--- src/rtl/load_store_unit_if.sv ---
// load_store_unit_if: request, response and memory-bus signals of the
// load/store unit, grouped so the unit and its environment connect by modport.
// master = the load/store unit itself; slave = the pipeline/memory side.
interface load_store_unit_if #(
    parameter int ADDR_WIDTH = 32,
    parameter int DATA_WIDTH = 32
);
    // Request from the execute/memory stage
    logic                    iReqValid;
    logic                    oReqReady;
    logic                    iReqWrite;
    logic [1:0]              iReqSize;
    logic                    iReqUnsigned;
    logic [ADDR_WIDTH-1:0]   iReqAddr;
    logic [DATA_WIDTH-1:0]   iReqWData;
    // Response back to the pipeline
    logic                    oRspValid;
    logic [DATA_WIDTH-1:0]   oRspRData;
    logic                    oRspErr;
    // Word-addressed memory bus
    logic                    oMemValid;
    logic                    iMemReady;
    logic                    oMemWrite;
    logic [ADDR_WIDTH-1:0]   oMemAddr;
    logic [DATA_WIDTH-1:0]   oMemWData;
    logic [DATA_WIDTH/8-1:0] oMemByteEn;
    logic                    iMemRValid;
    logic [DATA_WIDTH-1:0]   iMemRData;

    modport master (
        input  iReqValid, iReqWrite, iReqSize, iReqUnsigned, iReqAddr, iReqWData,
        output oReqReady,
        output oRspValid, oRspRData, oRspErr,
        output oMemValid, oMemWrite, oMemAddr, oMemWData, oMemByteEn,
        input  iMemReady, iMemRValid, iMemRData
    );

    modport slave (
        output iReqValid, iReqWrite, iReqSize, iReqUnsigned, iReqAddr, iReqWData,
        input  oReqReady,
        input  oRspValid, oRspRData, oRspErr,
        input  oMemValid, oMemWrite, oMemAddr, oMemWData, oMemByteEn,
        output iMemReady, iMemRValid, iMemRData
    );
endinterface

--- src/rtl/load_store_unit.sv ---
// load_store_unit: initiator side of the data-memory port. Accepts one
// load/store at a time, issues word-aligned beats with byte enables, lane-shifts
// store data and extracts/extends load data.
// Optional feature: define MISALIGNED_SPLIT_EN to split word-crossing accesses
// into two beats; without it such accesses are rejected with oRspErr=1 and no
// memory beat is issued. Only DATA_WIDTH=32 is supported.
module load_store_unit #(
    parameter int ADDR_WIDTH = 32,
    parameter int DATA_WIDTH = 32
) (
    input  logic              iClk,
    input  logic              iRst_n,
    load_store_unit_if.master bus
);

`ifdef MISALIGNED_SPLIT_EN
    localparam bit SPLIT_EN = 1'b1;
`else
    localparam bit SPLIT_EN = 1'b0;
`endif

    typedef enum logic [2:0] {
        IDLE     = 3'd0,
        BEAT0    = 3'd1,
        RD_WAIT0 = 3'd2,
        BEAT1    = 3'd3,
        RD_WAIT1 = 3'd4,
        RESP     = 3'd5
    } state_t;

    state_t state_q, state_d;

    // Request fields captured at accept
    logic                    write_q;
    logic [1:0]              size_q;
    logic                    unsigned_q;
    logic [ADDR_WIDTH-1:0]   addr_q;
    logic [7:0]              be_q;      // [3:0] beat 0 lanes, [7:4] beat 1 lanes
    logic [2*DATA_WIDTH-1:0] wdata_q;   // [31:0] beat 0 data, [63:32] beat 1 data
    logic                    split_q;
    // Read data already captured for the current beat (arrived in its handshake cycle)
    logic                    got_q;
    logic [DATA_WIDTH-1:0]   rdata0_q;
    logic [DATA_WIDTH-1:0]   rdata1_q;
    logic [DATA_WIDTH-1:0]   rsp_rdata_q;
    logic                    rsp_err_q;

    logic                    accept;
    logic                    hs;
    logic                    rd_done;
    logic [7:0]              acc_be;
    logic                    acc_split;
    logic                    in_beat0;
    logic                    in_beat1;
    logic [DATA_WIDTH-1:0]   rd0_w;
    logic [DATA_WIDTH-1:0]   rd1_w;
    logic [DATA_WIDTH-1:0]   ld_word;

    // Byte-lane mask across two words: bits above lane 3 belong to beat 1.
    function automatic logic [7:0] lane_mask(input logic [1:0] size, input logic [1:0] off);
        logic [7:0] base;
        case (size)
            2'b00:   base = 8'h01;
            2'b01:   base = 8'h03;
            default: base = 8'h0F;
        endcase
        return base << off;
    endfunction

    // Keep the low size bytes of a right-justified word and extend them.
    function automatic logic [DATA_WIDTH-1:0] extend_load(input logic [DATA_WIDTH-1:0] w,
                                                          input logic [1:0] size,
                                                          input logic uns);
        case (size)
            2'b00:   return uns ? {{(DATA_WIDTH-8){1'b0}}, w[7:0]}
                                : {{(DATA_WIDTH-8){w[7]}}, w[7:0]};
            2'b01:   return uns ? {{(DATA_WIDTH-16){1'b0}}, w[15:0]}
                                : {{(DATA_WIDTH-16){w[15]}}, w[15:0]};
            default: return w;
        endcase
    endfunction

    assign accept    = bus.iReqValid & bus.oReqReady;
    assign acc_be    = lane_mask(bus.iReqSize, bus.iReqAddr[1:0]);
    assign acc_split = |acc_be[7:4];
    assign in_beat0  = (state_q == BEAT0);
    assign in_beat1  = (state_q == BEAT1);
    assign hs        = bus.oMemValid & bus.iMemReady;
    assign rd_done   = got_q | bus.iMemRValid;

    // Read word of the beat being completed comes straight from the bus unless it
    // was captured earlier, so the response is registered on the same edge.
    assign rd0_w   = (state_q == RD_WAIT0 && !got_q) ? bus.iMemRData : rdata0_q;
    assign rd1_w   = (state_q == RD_WAIT1 && !got_q) ? bus.iMemRData : rdata1_q;
    assign ld_word = DATA_WIDTH'({rd1_w, rd0_w} >> {addr_q[1:0], 3'b000});

    assign bus.oReqReady  = (state_q == IDLE);
    assign bus.oRspValid  = (state_q == RESP);
    assign bus.oRspRData  = rsp_rdata_q;
    assign bus.oRspErr    = rsp_err_q;
    assign bus.oMemValid  = in_beat0 | in_beat1;
    assign bus.oMemWrite  = (in_beat0 | in_beat1) & write_q;
    assign bus.oMemAddr   = in_beat0 ? {addr_q[ADDR_WIDTH-1:2], 2'b00} :
                            in_beat1 ? {addr_q[ADDR_WIDTH-1:2] + {{(ADDR_WIDTH-3){1'b0}}, 1'b1}, 2'b00} :
                                       '0;
    assign bus.oMemByteEn = in_beat0 ? be_q[3:0] : in_beat1 ? be_q[7:4] : 4'b0000;
    assign bus.oMemWData  = !write_q ? '0 :
                            in_beat0 ? wdata_q[DATA_WIDTH-1:0] :
                            in_beat1 ? wdata_q[2*DATA_WIDTH-1:DATA_WIDTH] : '0;

    // State register; reset abandons any access in flight.
    always_ff @(posedge iClk or negedge iRst_n) begin
        if (!iRst_n) state_q <= IDLE;
        else         state_q <= state_d;
    end

    // Next-state logic. A load whose first word arrives with the beat-0 handshake
    // goes straight on to beat 1; the final read wait always lasts at least one
    // cycle because the response word is assembled and registered there.
    always_comb begin
        state_d = state_q;
        case (state_q)
            IDLE: begin
                if (accept) state_d = (acc_split && !SPLIT_EN) ? RESP : BEAT0;
            end
            BEAT0: begin
                if (hs) begin
                    if (write_q)                        state_d = split_q ? BEAT1 : RESP;
                    else if (split_q && bus.iMemRValid) state_d = BEAT1;
                    else                                state_d = RD_WAIT0;
                end
            end
            RD_WAIT0: begin
                if (rd_done) state_d = split_q ? BEAT1 : RESP;
            end
            BEAT1: begin
                if (hs) state_d = write_q ? RESP : RD_WAIT1;
            end
            RD_WAIT1: begin
                if (rd_done) state_d = RESP;
            end
            RESP:    state_d = IDLE;
            default: state_d = IDLE;
        endcase
    end

    // Request capture, read-word capture and registered response.
    always_ff @(posedge iClk or negedge iRst_n) begin
        if (!iRst_n) begin
            write_q     <= 1'b0;
            size_q      <= 2'b00;
            unsigned_q  <= 1'b0;
            addr_q      <= '0;
            be_q        <= 8'h00;
            wdata_q     <= '0;
            split_q     <= 1'b0;
            got_q       <= 1'b0;
            rdata0_q    <= '0;
            rdata1_q    <= '0;
            rsp_rdata_q <= '0;
            rsp_err_q   <= 1'b0;
        end else begin
            case (state_q)
                IDLE: begin
                    if (accept) begin
                        write_q     <= bus.iReqWrite;
                        size_q      <= bus.iReqSize;
                        unsigned_q  <= bus.iReqUnsigned;
                        addr_q      <= bus.iReqAddr;
                        be_q        <= acc_be;
                        wdata_q     <= {bus.iReqWData, bus.iReqWData} << {bus.iReqAddr[1:0], 3'b000};
                        split_q     <= acc_split;
                        got_q       <= 1'b0;
                        rsp_rdata_q <= '0;
                        rsp_err_q   <= acc_split & !SPLIT_EN;
                    end
                end
                BEAT0: begin
                    if (hs && !write_q && bus.iMemRValid) begin
                        rdata0_q <= bus.iMemRData;
                        got_q    <= !split_q;
                    end
                end
                RD_WAIT0: begin
                    if (rd_done) begin
                        rdata0_q <= rd0_w;
                        got_q    <= 1'b0;
                        if (!split_q) rsp_rdata_q <= extend_load(ld_word, size_q, unsigned_q);
                    end
                end
                BEAT1: begin
                    if (hs && !write_q && bus.iMemRValid) begin
                        rdata1_q <= bus.iMemRData;
                        got_q    <= 1'b1;
                    end
                end
                RD_WAIT1: begin
                    if (rd_done) begin
                        rdata1_q    <= rd1_w;
                        got_q       <= 1'b0;
                        rsp_rdata_q <= extend_load(ld_word, size_q, unsigned_q);
                    end
                end
                RESP: begin
                    rsp_rdata_q <= '0;
                    rsp_err_q   <= 1'b0;
                end
                default: ;
            endcase
        end
    end

endmodule

--- src/flat_wrapper.sv ---
// flat-port wrapper written by rule: the top's interface ports become plain ports
module load_store_unit_flat 
#(
    parameter int ADDR_WIDTH = 32,
    parameter int DATA_WIDTH = 32
)
  (iClk, iRst_n, bus_iReqValid, bus_iReqWrite, bus_iReqSize, bus_iReqUnsigned, bus_iReqAddr, bus_iReqWData, bus_oReqReady, bus_oRspValid, bus_oRspRData, bus_oRspErr, bus_oMemValid, bus_oMemWrite, bus_oMemAddr, bus_oMemWData, bus_oMemByteEn, bus_iMemReady, bus_iMemRValid, bus_iMemRData);
  load_store_unit_if #(.ADDR_WIDTH(ADDR_WIDTH), .DATA_WIDTH(DATA_WIDTH)) bus_i ();
  input  logic iClk;
  input  logic iRst_n;
  input wire logic [$bits(bus_i.iReqValid)-1:0] bus_iReqValid;
  input wire logic [$bits(bus_i.iReqWrite)-1:0] bus_iReqWrite;
  input wire logic [$bits(bus_i.iReqSize)-1:0] bus_iReqSize;
  input wire logic [$bits(bus_i.iReqUnsigned)-1:0] bus_iReqUnsigned;
  input wire logic [$bits(bus_i.iReqAddr)-1:0] bus_iReqAddr;
  input wire logic [$bits(bus_i.iReqWData)-1:0] bus_iReqWData;
  output wire logic [$bits(bus_i.oReqReady)-1:0] bus_oReqReady;
  output wire logic [$bits(bus_i.oRspValid)-1:0] bus_oRspValid;
  output wire logic [$bits(bus_i.oRspRData)-1:0] bus_oRspRData;
  output wire logic [$bits(bus_i.oRspErr)-1:0] bus_oRspErr;
  output wire logic [$bits(bus_i.oMemValid)-1:0] bus_oMemValid;
  output wire logic [$bits(bus_i.oMemWrite)-1:0] bus_oMemWrite;
  output wire logic [$bits(bus_i.oMemAddr)-1:0] bus_oMemAddr;
  output wire logic [$bits(bus_i.oMemWData)-1:0] bus_oMemWData;
  output wire logic [$bits(bus_i.oMemByteEn)-1:0] bus_oMemByteEn;
  input wire logic [$bits(bus_i.iMemReady)-1:0] bus_iMemReady;
  input wire logic [$bits(bus_i.iMemRValid)-1:0] bus_iMemRValid;
  input wire logic [$bits(bus_i.iMemRData)-1:0] bus_iMemRData;
  assign bus_i.iReqValid = bus_iReqValid;
  assign bus_i.iReqWrite = bus_iReqWrite;
  assign bus_i.iReqSize = bus_iReqSize;
  assign bus_i.iReqUnsigned = bus_iReqUnsigned;
  assign bus_i.iReqAddr = bus_iReqAddr;
  assign bus_i.iReqWData = bus_iReqWData;
  assign bus_oReqReady = bus_i.oReqReady;
  assign bus_oRspValid = bus_i.oRspValid;
  assign bus_oRspRData = bus_i.oRspRData;
  assign bus_oRspErr = bus_i.oRspErr;
  assign bus_oMemValid = bus_i.oMemValid;
  assign bus_oMemWrite = bus_i.oMemWrite;
  assign bus_oMemAddr = bus_i.oMemAddr;
  assign bus_oMemWData = bus_i.oMemWData;
  assign bus_oMemByteEn = bus_i.oMemByteEn;
  assign bus_i.iMemReady = bus_iMemReady;
  assign bus_i.iMemRValid = bus_iMemRValid;
  assign bus_i.iMemRData = bus_iMemRData;
  load_store_unit #(.ADDR_WIDTH(ADDR_WIDTH), .DATA_WIDTH(DATA_WIDTH)) u_core (.iClk(iClk), .iRst_n(iRst_n), .bus(bus_i));
endmodule
--- config.mk ---
export PLATFORM = sky130hd
export DESIGN_NAME = load_store_unit_flat
export DESIGN_NICKNAME = d
export VERILOG_FILES = /design/src/rtl/load_store_unit_if.sv /design/src/rtl/load_store_unit.sv /design/src/flat_wrapper.sv
export SDC_FILE = /design/constraint.sdc
export NUM_CORES = 1
export LEC_CHECK = 0
export ABC_CLOCK_PERIOD_IN_PS = 2670
export BUFFER_PORTS_ARGS = -buffer_cell sky130_fd_sc_hd__buf_2
export CELL_PAD_IN_SITES_DETAIL_PLACEMENT = 1
export CELL_PAD_IN_SITES_GLOBAL_PLACEMENT = 2
export CORE_MARGIN = 2
export CORE_UTILIZATION = 36
export CTS_BUF_LIST = sky130_fd_sc_hd__clkbuf_8
export CTS_CLUSTER_SIZE = 28
export DETAILED_ROUTE_END_ITERATION = 10
export PLACE_DENSITY_LB_ADDON = 0.1
export SYNTH_ARGS = -nofsm -noshare
export SYNTH_HDL_FRONTEND = slang
export SYNTH_SLANG_ARGS = --single-unit
export TNS_END_PERCENT = 20
--- constraint.sdc ---
create_clock -name iClk -period 2.67 [get_ports iClk]
set_clock_uncertainty 0.1 [all_clocks]
set_input_delay 0.4005 -clock iClk [delete_from_list [all_inputs] [get_ports iClk]]
set_output_delay 0.4005 -clock iClk [all_outputs]
set_load 0.01 [all_outputs]
==> results.sh, run 1 <==
export IMPL_ys_seq_area_share_pct=45.6
export IMPL_status="completed"
export IMPL_cts_sinks=193
export IMPL_critPathMaxStageDelay_ps=420
export IMPL_total_power_mw=13.9
export IMPL_synth_avg_cell_area_sq_um=10.4
export IMPL_synthArstFlopShare_pct=100
export IMPL_gr_total_overflow=0
export IMPL_slew_headroom_pct=61.5
export IMPL_drive_gt1_share_pct=37.0
export IMPL_syn_area_sq_um=10600
export IMPL_cp_cell_sequence="nand4_1 -> buf_6 -> nor4_2 -> buf_4 -> nand4_1 -> xor2_1 -> nor2_1 -> buf_2"
export IMPL_wire_per_inst_microns=20.5
export IMPL_reg2reg_to="u_core.bus.oRspRData[17]"
export IMPL_insertion_delay_ps=470
export IMPL_timing_hold_violations_final=0
export IMPL_hp_class="in2reg"
export IMPL_rsz0062_at_grt="true"
export IMPL_drtIter0Drc=409
export IMPL_cts_made_buffers=17
export IMPL_path_depth=8
export IMPL_worst_pin_slew_ps=577
export IMPL_finalWirelength_microns=33300
export IMPL_critical_path_top_delay_family="simple AND/OR/NAND/NOR gates"
export IMPL_power_density_nw_per_um2=1080
export IMPL_antenna_found_initial=2
export IMPL_final_common_cell="buf_2"
export IMPL_clkTransAtPathRegs_ps=110
export IMPL_vias=8678
export IMPL_synth_seq_cells=193
export IMPL_via_per_inst=5.33
export IMPL_worstRegToRegCells=8
export IMPL_critPathKind="reg2out"
export IMPL_numPortBuffers=207
export IMPL_grt_pass1_wl_microns=52800
export IMPL_drv_cap=0
export IMPL_crit_path_frequent_cell="nand4_1"
export IMPL_firstDrtPassIters=5
export IMPL_synthFlopType="dfrtp_1"
export IMPL_cp_num_buf_inv=3
export IMPL_cp_required_ps=2170
export IMPL_root_buffer="clkbuf_8"
export IMPL_start_kind="register"
export IMPL_start_util_pct=36.7
export IMPL_yosys_warnings=0
export IMPL_grt_usage_pct=22.1
export IMPL_synth_cells=1021
export IMPL_post_route_min_period_ps=2620
export IMPL_nNetsFinal=1334
export IMPL_setup_viol=0
export IMPL_p_leak_nw=6.07
export IMPL_cp_max_fo=6
export IMPL_grt_max_degree=120
export IMPL_fp_coreArea_sq_um=28900
export IMPL_synth_edf_count=0
export IMPL_cts_tree="done"
export IMPL_mostFrequentLayoutCells="buf_2, dfrtp_1, mux2_2"
export IMPL_dpl_cell_area_sq_um=12300
export IMPL_io_pins=210
export IMPL_syn2layout_area_growth_pct=21.3
export IMPL_min_period_over_period_pct=98.1
export IMPL_rows=62
export IMPL_worstPathArrival_ps=2120
export IMPL_grt_pass1_vias=8897
export IMPL_h_tree_depth=4
export IMPL_chipWidth_microns=176
export IMPL_timing_hold_ws_ps=56.7
export IMPL_drc=0
export IMPL_cpMaxStageDelayCell="dfrtp_2"
export IMPL_reg2reg_from="u_core.state_q[2]"
export IMPL_fmax_ghz=0.382
export IMPL_r2r_setup_slack_ps=170
export IMPL_yosysUniqueCellTypes=51
export IMPL_crit_path_start="u_core.addr_q[5]"
export IMPL_clock_path_buffers=2
export IMPL_die_h_microns=176
export IMPL_ir_drop_uv=338
export IMPL_critPathCaptureType="output port"
export IMPL_final_area_sq_um=12900
export IMPL_ant_nets=0
export IMPL_die_area_sq_um=30800
export IMPL_final_max_slew_viol_count=0
export IMPL_post_dp_hpwl_microns=23900
export IMPL_endpoint="bus_oMemAddr[23]"
export IMPL_place_gp_congestion=0.788
[area by class of cell]
cell class,count,area (sq um)
clock inverter,15,110
fill,3316,16000
inverter,11,41.3
sequential,193,4840
timing repair buffer,265,1640
multi-input combinational,740,5510
clock buffer,17,234
tap,384,480
antenna,4,10.0
[flip-flops by register name, indices dropped and copies added, names as in the netlist]
register / count
u_core.got_q: 1
u_core.size_q: 2
u_core.bus.oRspRData: 32
u_core.bus.oRspErr: 1
u_core.wdata_q: 56
u_core.write_q: 1
u_core.state_q: 3
u_core.addr_q: 32
u_core.be_q: 7
u_core.rdata1_q: 24
u_core.rdata0_q: 32
u_core.unsigned_q: 1
u_core.split_q: 1
[cell usage after synthesis (4+ instances only)]
cell type    n  area share [%]
dfrtp_1    193              46
mux2_2     124              13
nand2_1    102             3.6
mux2i_1     76             7.2
nor2_1      75             2.7
o21ai_0     54             2.5
clkbuf_1    47             1.7
nand3_1     37             1.7
a21oi_1     30             1.4
a22o_1      25             2.1
a22oi_1     24             1.7
xor2_1      23             1.9
buf_2       17            0.80
a21o_1      16             1.1
and3_1      16            0.94
nand4_1     16            0.94
a211oi_1    14            0.99
nor2b_1     12            0.71
buf_1       11            0.39
inv_1       10            0.35
mux4_2      10             2.1
o211ai_1     9            0.64
a222oi_1     8            0.76
nand2b_1     8            0.47
and2_1       7            0.41
a21boi_0     6            0.42
nor3_1       6            0.28
nor3b_1      5            0.35
xnor2_1      5            0.41
o31ai_1      4            0.28
[what timing repair did]
action	in CTS	in global routing
gates resized for setup	13	20
hold buffers	1	0
buffers inserted	5	3
gates cloned	1	0
hold endpoints to repair	58	0
endpoints found under the setup margin	42	60
pin swaps	3	9
[worst min path at each step]
| stage | cells after the start | endpoint | startpoint |
|---|---|---|---|
| finish | 2 | u_core.addr_q[19] | bus_iReqAddr[19] |
| global route | 2 | u_core.write_q | bus_iReqWrite |
| CTS | 2 | u_core.addr_q[28] | bus_iReqAddr[28] |
| detailed placement | 1 | u_core.rdata1_q[21] | iRst_n |
| floorplan | 0 | u_core.addr_q[0] | iRst_n |
| global placement | 1 | u_core.rdata1_q[21] | iRst_n |
[metrics by stage]
stage	utilization, %	TNS (ps)	setup slack (ps)	instances
finish	44.6	0	50.4	1629
detailed placement	42.6	0	156	1583
CTS	44.2	-3.19	-2.70	1622
global route	44.5	-1850	-124	1626
global placement	42.6	0	228	1583
floorplan	-	0	364	1022
[per-layer routing]
metal | vias up | part of all wire, % | track usage, %
li1 | 4101 | - | -
met1 | 4391 | 49 | 33.0
met2 | 174 | 46 | 34.2
met3 | 10 | 4.4 | 3.66
met4 | 2 | 0.48 | 3.44
met5 | - | 0.039 | 0
[logic make-up after synthesis]
family,Yosys count,share of synthesized area [%]
AO/OA/AOI/OAI,198,12.5
XOR/XNOR,28,2.31
adder cells (fa/ha/maj),1,0.118
buffers and inverters,89,3.46
flip-flops,193,45.6
multiplexers,210,22.5
other,1,0.0354
AND/OR/NAND/NOR,301,13.5
[report_power, final]
| group | switching (mW) | total [mW] | internal, mW |
|---|---|---|---|
| Clock | 1.13 | 1.78 | 0.654 |
| Combinational | 3.51 | 6.69 | 3.18 |
| Sequential | 1.14 | 5.45 | 4.31 |
Power figures use the tool's default switching activity.
==> inputs of run 2 (changes only) <==
--- a/config.mk
+++ b/config.mk
@@ -6,14 +6,13 @@
 export NUM_CORES = 1
 export LEC_CHECK = 0
 export ABC_CLOCK_PERIOD_IN_PS = 2670
-export BUFFER_PORTS_ARGS = -buffer_cell sky130_fd_sc_hd__buf_2
 export CELL_PAD_IN_SITES_DETAIL_PLACEMENT = 1
 export CELL_PAD_IN_SITES_GLOBAL_PLACEMENT = 2
-export CORE_MARGIN = 2
-export CORE_UTILIZATION = 36
+export CORE_UTILIZATION = 42
 export CTS_BUF_LIST = sky130_fd_sc_hd__clkbuf_8
 export CTS_CLUSTER_SIZE = 28
 export DETAILED_ROUTE_END_ITERATION = 10
+export DONT_BUFFER_PORTS = 1
 export PLACE_DENSITY_LB_ADDON = 0.1
 export SYNTH_ARGS = -nofsm -noshare
 export SYNTH_HDL_FRONTEND = slang
==> run 2 against run 1 <==
  * The flow now finishes with violations (negative hold slack)
  * Maximum frequency is 0.76% higher
  * Routed wire length shrank 0.34%
  * Final area fell by 1.7%
  * Sequential power is 3% higher
  * Critical endpoint is now bus_oMemAddr[25]
  * Largest cell class unchanged
  * Largest power group unchanged
==> results.sh, run 2 (synthesis gave the netlist of run 1 again) <==
export IMPL_cts_sinks=193
export IMPL_start_util_pct=43.2
export IMPL_post_route_min_period_ps=2600
export IMPL_vias=8348
export IMPL_hp_class="in2async"
export IMPL_final_max_slew_viol_count=0
export IMPL_setup_tns_ps=0
export IMPL_place_gp_congestion=0.848
export IMPL_drc=0
export IMPL_die_h_microns=161
export IMPL_total_power_mw=13.8
export IMPL_m1WireLength_microns=14700
export IMPL_grt_pass1_vias=8988
export IMPL_cp_required_ps=2170
export IMPL_gr_total_overflow=0
export IMPL_wire_per_inst_microns=23.2
export IMPL_highest_layer="met4"
export IMPL_finalWirelength_microns=33200
export IMPL_rows=57
export IMPL_n_fill_cell=2688
export IMPL_io_pins=210
export IMPL_clkTransAtPathRegs_ps=130
export IMPL_ir_drop_uv=436
export IMPL_start_kind="register"
export IMPL_pre_cts_slack_ps=153
export IMPL_slew_headroom_pct=47.9
export IMPL_worstPathArrival_ps=2100
export IMPL_final_area_sq_um=12600
export IMPL_chipWidth_microns=161
export IMPL_antenna_found_initial=0
export IMPL_grt_max_degree=194
export IMPL_cts_tree="done"
export IMPL_via_per_inst=5.83
export IMPL_status="finished with violations"
export IMPL_hold_buffers=80
export IMPL_drive_gt1_share_pct=23.7
export IMPL_power_density_nw_per_um2=1090
export IMPL_critPathKind="reg2out"
export IMPL_post_dp_hpwl_microns=21600
export IMPL_rsz0062_at_grt="true"
export IMPL_timing_hold_ws_ps=-510
export IMPL_grt_pass1_wl_microns=52400
export IMPL_h_tree_depth=4
export IMPL_drv_cap=0
export IMPL_ant_nets=0
export IMPL_min_period_over_period_pct=97.4
export IMPL_p_leak_nw=5.51
export IMPL_top_register="u_core.wdata_q"
export IMPL_largest_reg_flops=56
export IMPL_root_buffer="clkbuf_8"
export IMPL_mostFrequentLayoutCells="dfrtp_1, mux2_2, nand2_1"
export IMPL_worst_pin_slew_ps=779
export IMPL_setup_viol=0
export IMPL_met2_length_microns=15800
export IMPL_numPortBuffers=0
export IMPL_drtIter0Drc=476
export IMPL_dp_cells=1307
export IMPL_clock_path_buffers=2
export IMPL_final_common_cell="dfrtp_1"
export IMPL_nNetsFinal=1202
export IMPL_critPathCaptureType="output port"
export IMPL_grt_usage_pct=25.9
export IMPL_firstDrtPassIters=5
export IMPL_setup_slack_ps=70.2
export IMPL_dr_wl_met3_microns=2320
export IMPL_final_core_util_pct=51.5
export IMPL_cp_max_fo=8
export IMPL_diodes=0
export IMPL_cts_made_buffers=17
export IMPL_dpl_cell_area_sq_um=11100
export IMPL_violations="negative hold slack"
export IMPL_fmax_ghz=0.385
export IMPL_die_area_sq_um=25900
export IMPL_timing_hold_violations_final=193
export IMPL_syn2layout_area_growth_pct=19.3
export IMPL_insertion_delay_ps=480
export IMPL_fp_coreArea_sq_um=24500
export IMPL_layout_cells_non_filler=1433
## run 2: final cells by class
class                           count  area, sq um  share of cell area [%]
Inverter                           11         41.3                   0.327
Clock inverter                     15          219                    1.73
Tap cell                          324          405                    3.21
Sequential cell                   193         4840                    38.3
Clock buffer                       17          234                    1.85
Timing Repair Buffer              133         1310                    10.4
Multi-Input combinational cell    740         5590                    44.2
## run 2: timing repair
item / CTS / global route
gates resized for setup: 11 / 32
gates cloned: 0 / 2
setup endpoints to repair: 41 / 36
hold endpoints to repair: 302 / 193
pin swaps: 2 / 5
setup buffers: 2 / 10
## run 2: worst paths after layout
path / from / endpoint / slack (ps) / cells past startpoint
worst max-delay path: u_core.addr_q[13] / bus_oMemAddr[25] / 70 / 6
worst max register to register: u_core.state_q[0] / u_core.bus.oRspRData[10] / 110 / 6
worst min-delay path: iRst_n / u_core.rdata1_q[8] / -510 / 0
min in group iClk: bus_iReqAddr[1] / u_core.wdata_q[59] / 20 / 3
max in group asynchronous: iRst_n / u_core.wdata_q[42] / 2740 / 0
worst min register to register: u_core.wdata_q[20] / u_core.wdata_q[20] / 390 / 1
## run 2: power by group
| part | internal [mW] | switching, mW | leakage (nW) |
|---|---|---|---|
| Sequential | 4.31 | 1.29 | 2.40 |
| Clock | 0.758 | 1.34 | 0.220 |
| Combinational | 2.94 | 3.21 | 2.90 |
## run 2: critical path, stage by stage, from the launching register on
cell and delay [ps]:
dfrtp_2 440, nand4_1 250, nor3_1 250, buf_4 190, nand4b_1 130, xor2_1 180
nor2_1 210
## run 2: per-layer routing
| metal | global-route usage, % | up-vias |
|---|---|---|
| met2 | 41.7 | 204 |
| met3 | 7.52 | 29 |
| met5 | 0 | - |
| met1 | 34.4 | 4279 |
| met4 | 6.17 | 0 |
| li1 | - | 3836 |
==> inputs of run 3 (changes only) <==
--- a/config.mk
+++ b/config.mk
@@ -8,6 +8,7 @@
 export ABC_CLOCK_PERIOD_IN_PS = 2670
 export CELL_PAD_IN_SITES_DETAIL_PLACEMENT = 1
 export CELL_PAD_IN_SITES_GLOBAL_PLACEMENT = 2
+export CORE_ASPECT_RATIO = 0.6
 export CORE_UTILIZATION = 42
 export CTS_BUF_LIST = sky130_fd_sc_hd__clkbuf_8
 export CTS_CLUSTER_SIZE = 28
==> run 3 against run 2 <==
  * The flow finishes with violations (design-rule violations, negative hold slack)
  * Clock power fell by 3%
  * Power rose by 0.98%
  * Cell count barely moved
  * Global-route usage rose by 2.4 points
  * Die area barely moved
  * Count of clock-buffer cells in the layout rose by 4
  * Routed wire length rose by 7.5%
  * Non-clock buffer count rose by 5
  * Critical path depth did not move
  * Largest cell class unchanged
==> results.sh, run 3 (synthesis gave the netlist of run 1 again) <==
export IMPL_chipWidth_microns=207
export IMPL_diodes=0
export IMPL_wire_per_inst_microns=24.9
export IMPL_cts_sinks=193
export IMPL_cts_tree="done"
export IMPL_die_h_microns=125
export IMPL_finalWirelength_microns=35700
export IMPL_status="finished with violations"
export IMPL_pre_cts_slack_ps=37.2
export IMPL_hold_buffers=82
export IMPL_cts_made_buffers=17
export IMPL_pwr_share_clk_pct=14.4
export IMPL_worstRegToRegCells=7
export IMPL_critical_path_top_delay_family="simple AND/OR/NAND/NOR gates"
export IMPL_fp_coreArea_sq_um=24500
export IMPL_critPathMaxStageDelay_ps=430
export IMPL_h_tree_depth=4
export IMPL_drtIter0Drc=691
export IMPL_clock_path_buffers=2
export IMPL_cp_required_ps=2170
export IMPL_worst_pin_slew_ps=565
export IMPL_fmax_ghz=0.382
export IMPL_start_kind="register"
export IMPL_nNetsFinal=1207
export IMPL_antenna_found_initial=0
export IMPL_clkTransAtPathRegs_ps=100
export IMPL_root_buffer="clkbuf_8"
export IMPL_n_fill_cell=2637
export IMPL_p_sw_mw=5.83
export IMPL_vias=8535
export IMPL_min_period_over_period_pct=98.2
export IMPL_rows=44
export IMPL_post_route_min_period_ps=2620
export IMPL_violations="design-rule violations, negative hold slack"
export IMPL_p_int_mw=8.15
export IMPL_drc=9
export IMPL_worstPathArrival_ps=2120
export IMPL_grt_max_degree=194
export IMPL_post_dp_hpwl_microns=23300
export IMPL_power_density_nw_per_um2=1110
export IMPL_numPortBuffers=0
export IMPL_power_frac_seq_pct=39.8
export IMPL_reg2reg_to="u_core.bus.oRspRData[18]"
export IMPL_timing_hold_ws_ps=-513
export IMPL_cp_max_fo=5
export IMPL_final_common_cell="dfrtp_1"
export IMPL_mostFrequentLayoutCells="dfrtp_1, mux2_2, nand2_1"
export IMPL_via_per_inst=5.95
export IMPL_ant_nets=0
export IMPL_largest_reg_flops=56
export IMPL_slew_headroom_pct=61.3
export IMPL_final_max_slew_viol_count=0
export IMPL_ir_drop_uv=439
export IMPL_setup_slack_ps=48.8
export IMPL_start_util_pct=43.3
export IMPL_grt_usage_pct=28.3
export IMPL_die_area_sq_um=25900
export IMPL_rsz0062_at_grt="true"
export IMPL_syn2layout_area_growth_pct=18.5
export IMPL_top_register="u_core.wdata_q"
export IMPL_critPathKind="reg2out"
export IMPL_netSwitchingFraction_pct=41.7
export IMPL_cp_cell_sequence="nand4_1 -> nor4_2 -> buf_4 -> nand3_1 -> xor2_1 -> nor2_2"
export IMPL_setup_viol=0
export IMPL_drive_gt1_share_pct=24.2
export IMPL_final_core_util_pct=51.3
export IMPL_path_depth=6
export IMPL_hp_class="in2async"
export IMPL_grt_pass1_vias=9151
export IMPL_gr_total_overflow=0
export IMPL_timing_hold_violations_final=193
export IMPL_regArea_sq_um=4830
export IMPL_reg2reg_from="u_core.state_q[1]"
export IMPL_cpMaxStageDelayCell="dfrtp_1"
export IMPL_place_gp_congestion=0.881
export IMPL_multi_input_area_sq_um=5550
export IMPL_dpl_cell_area_sq_um=11100
export IMPL_critPathCaptureType="output port"
export IMPL_r2r_setup_slack_ps=130
export IMPL_p_leak_nw=5.44
export IMPL_p_comb_share_pct=45.7
export IMPL_final_area_sq_um=12600
export IMPL_grt_pass1_wl_microns=55900
export IMPL_insertion_delay_ps=500
export IMPL_firstDrtPassIters=8
export IMPL_cp_num_buf_inv=1
export IMPL_io_pins=210
export IMPL_drv_cap=0
## run 3: changes by cell type in the layout (fill, tap and decap cells not counted), sizes merged
cell,previous run,this run
clkinvlp,0,5
buf,52,57
inv,17,11
bufinv,0,2
clkinv,9,2
dlygate4sd3,80,81
clkbuf,18,21
## run 3: through the flow
| step | TNS, ps | total power, mW | instances |
|---|---|---|---|
| 5_1_grt | -352 | 14.8 | 1434 |
| 6_report | 0 | 14.0 | 1434 |
| 2_1_floorplan | 0 | 9.57 | 1022 |
| 4_1_cts | -110 | 13.8 | 1427 |
| 3_3_place_gp | 0 | 11.1 | 1306 |
| 3_5_place_dp | 0 | 11.4 | 1306 |
## run 3: worst max path at each step
| stage | to | from |
|---|---|---|
| after floorplan | u_core.bus.oRspRData[21] | u_core.state_q[2] |
| after global placement | u_core.bus.oRspRData[18] | u_core.state_q[0] |
| after detailed placement | u_core.bus.oRspRData[18] | u_core.state_q[1] |
| after CTS | bus_oMemWData[8] | u_core.state_q[2] |
| after global routing | bus_oMemAddr[21] | u_core.addr_q[13] |
| final | bus_oMemAddr[18] | u_core.addr_q[13] |
## run 3: worst register-to-register path, delay by kind of cell, from the launching register on
| family | cells | cell delay [ps] |
|---|---|---|
| AO/OA/AOI/OAI | 1 | 360 |
| multiplexers | 2 | 610 |
| buffers and inverters | 2 | 440 |
| AND/OR/NAND/NOR | 2 | 550 |
| flip-flops | 1 | 380 |
## run 3: power groups by stage
stage / clock, mW / sequential, mW / combinational (mW)
floorplan: 0 / 5.12 / 4.46
global placement: 0 / 5.51 / 5.57
detailed placement: 0 / 5.63 / 5.81
CTS: 2.08 / 5.52 / 6.17
global route: 2.19 / 5.73 / 6.93
finish: 2.02 / 5.57 / 6.39
## run 3: repair_timing
action                                 CTS  global route
endpoints found under the hold margin  332           193
setup endpoints to repair               46            43
resized for setup                       21            23
pin swaps                                1             3
setup buffers                            9             7
## run 3: layout make-up
type,instances,area share [%]
sequential,193,38.5
clock buffer,21,2.30
timing repair buffer,138,10.6
inverter,11,0.329
clock inverter,9,0.857
tap,322,3.21
multi-input combinational,740,44.2
## run 3: per-layer routing
layer  vias to the layer above  track usage (%)  share of wire (%)
li1                       3836                -                  -
met1                      4418             41.1                 48
met2                       245             40.7                 43
met3                        36             8.29                6.9
met4                         0             8.08                1.5
met5                         -                0                  0
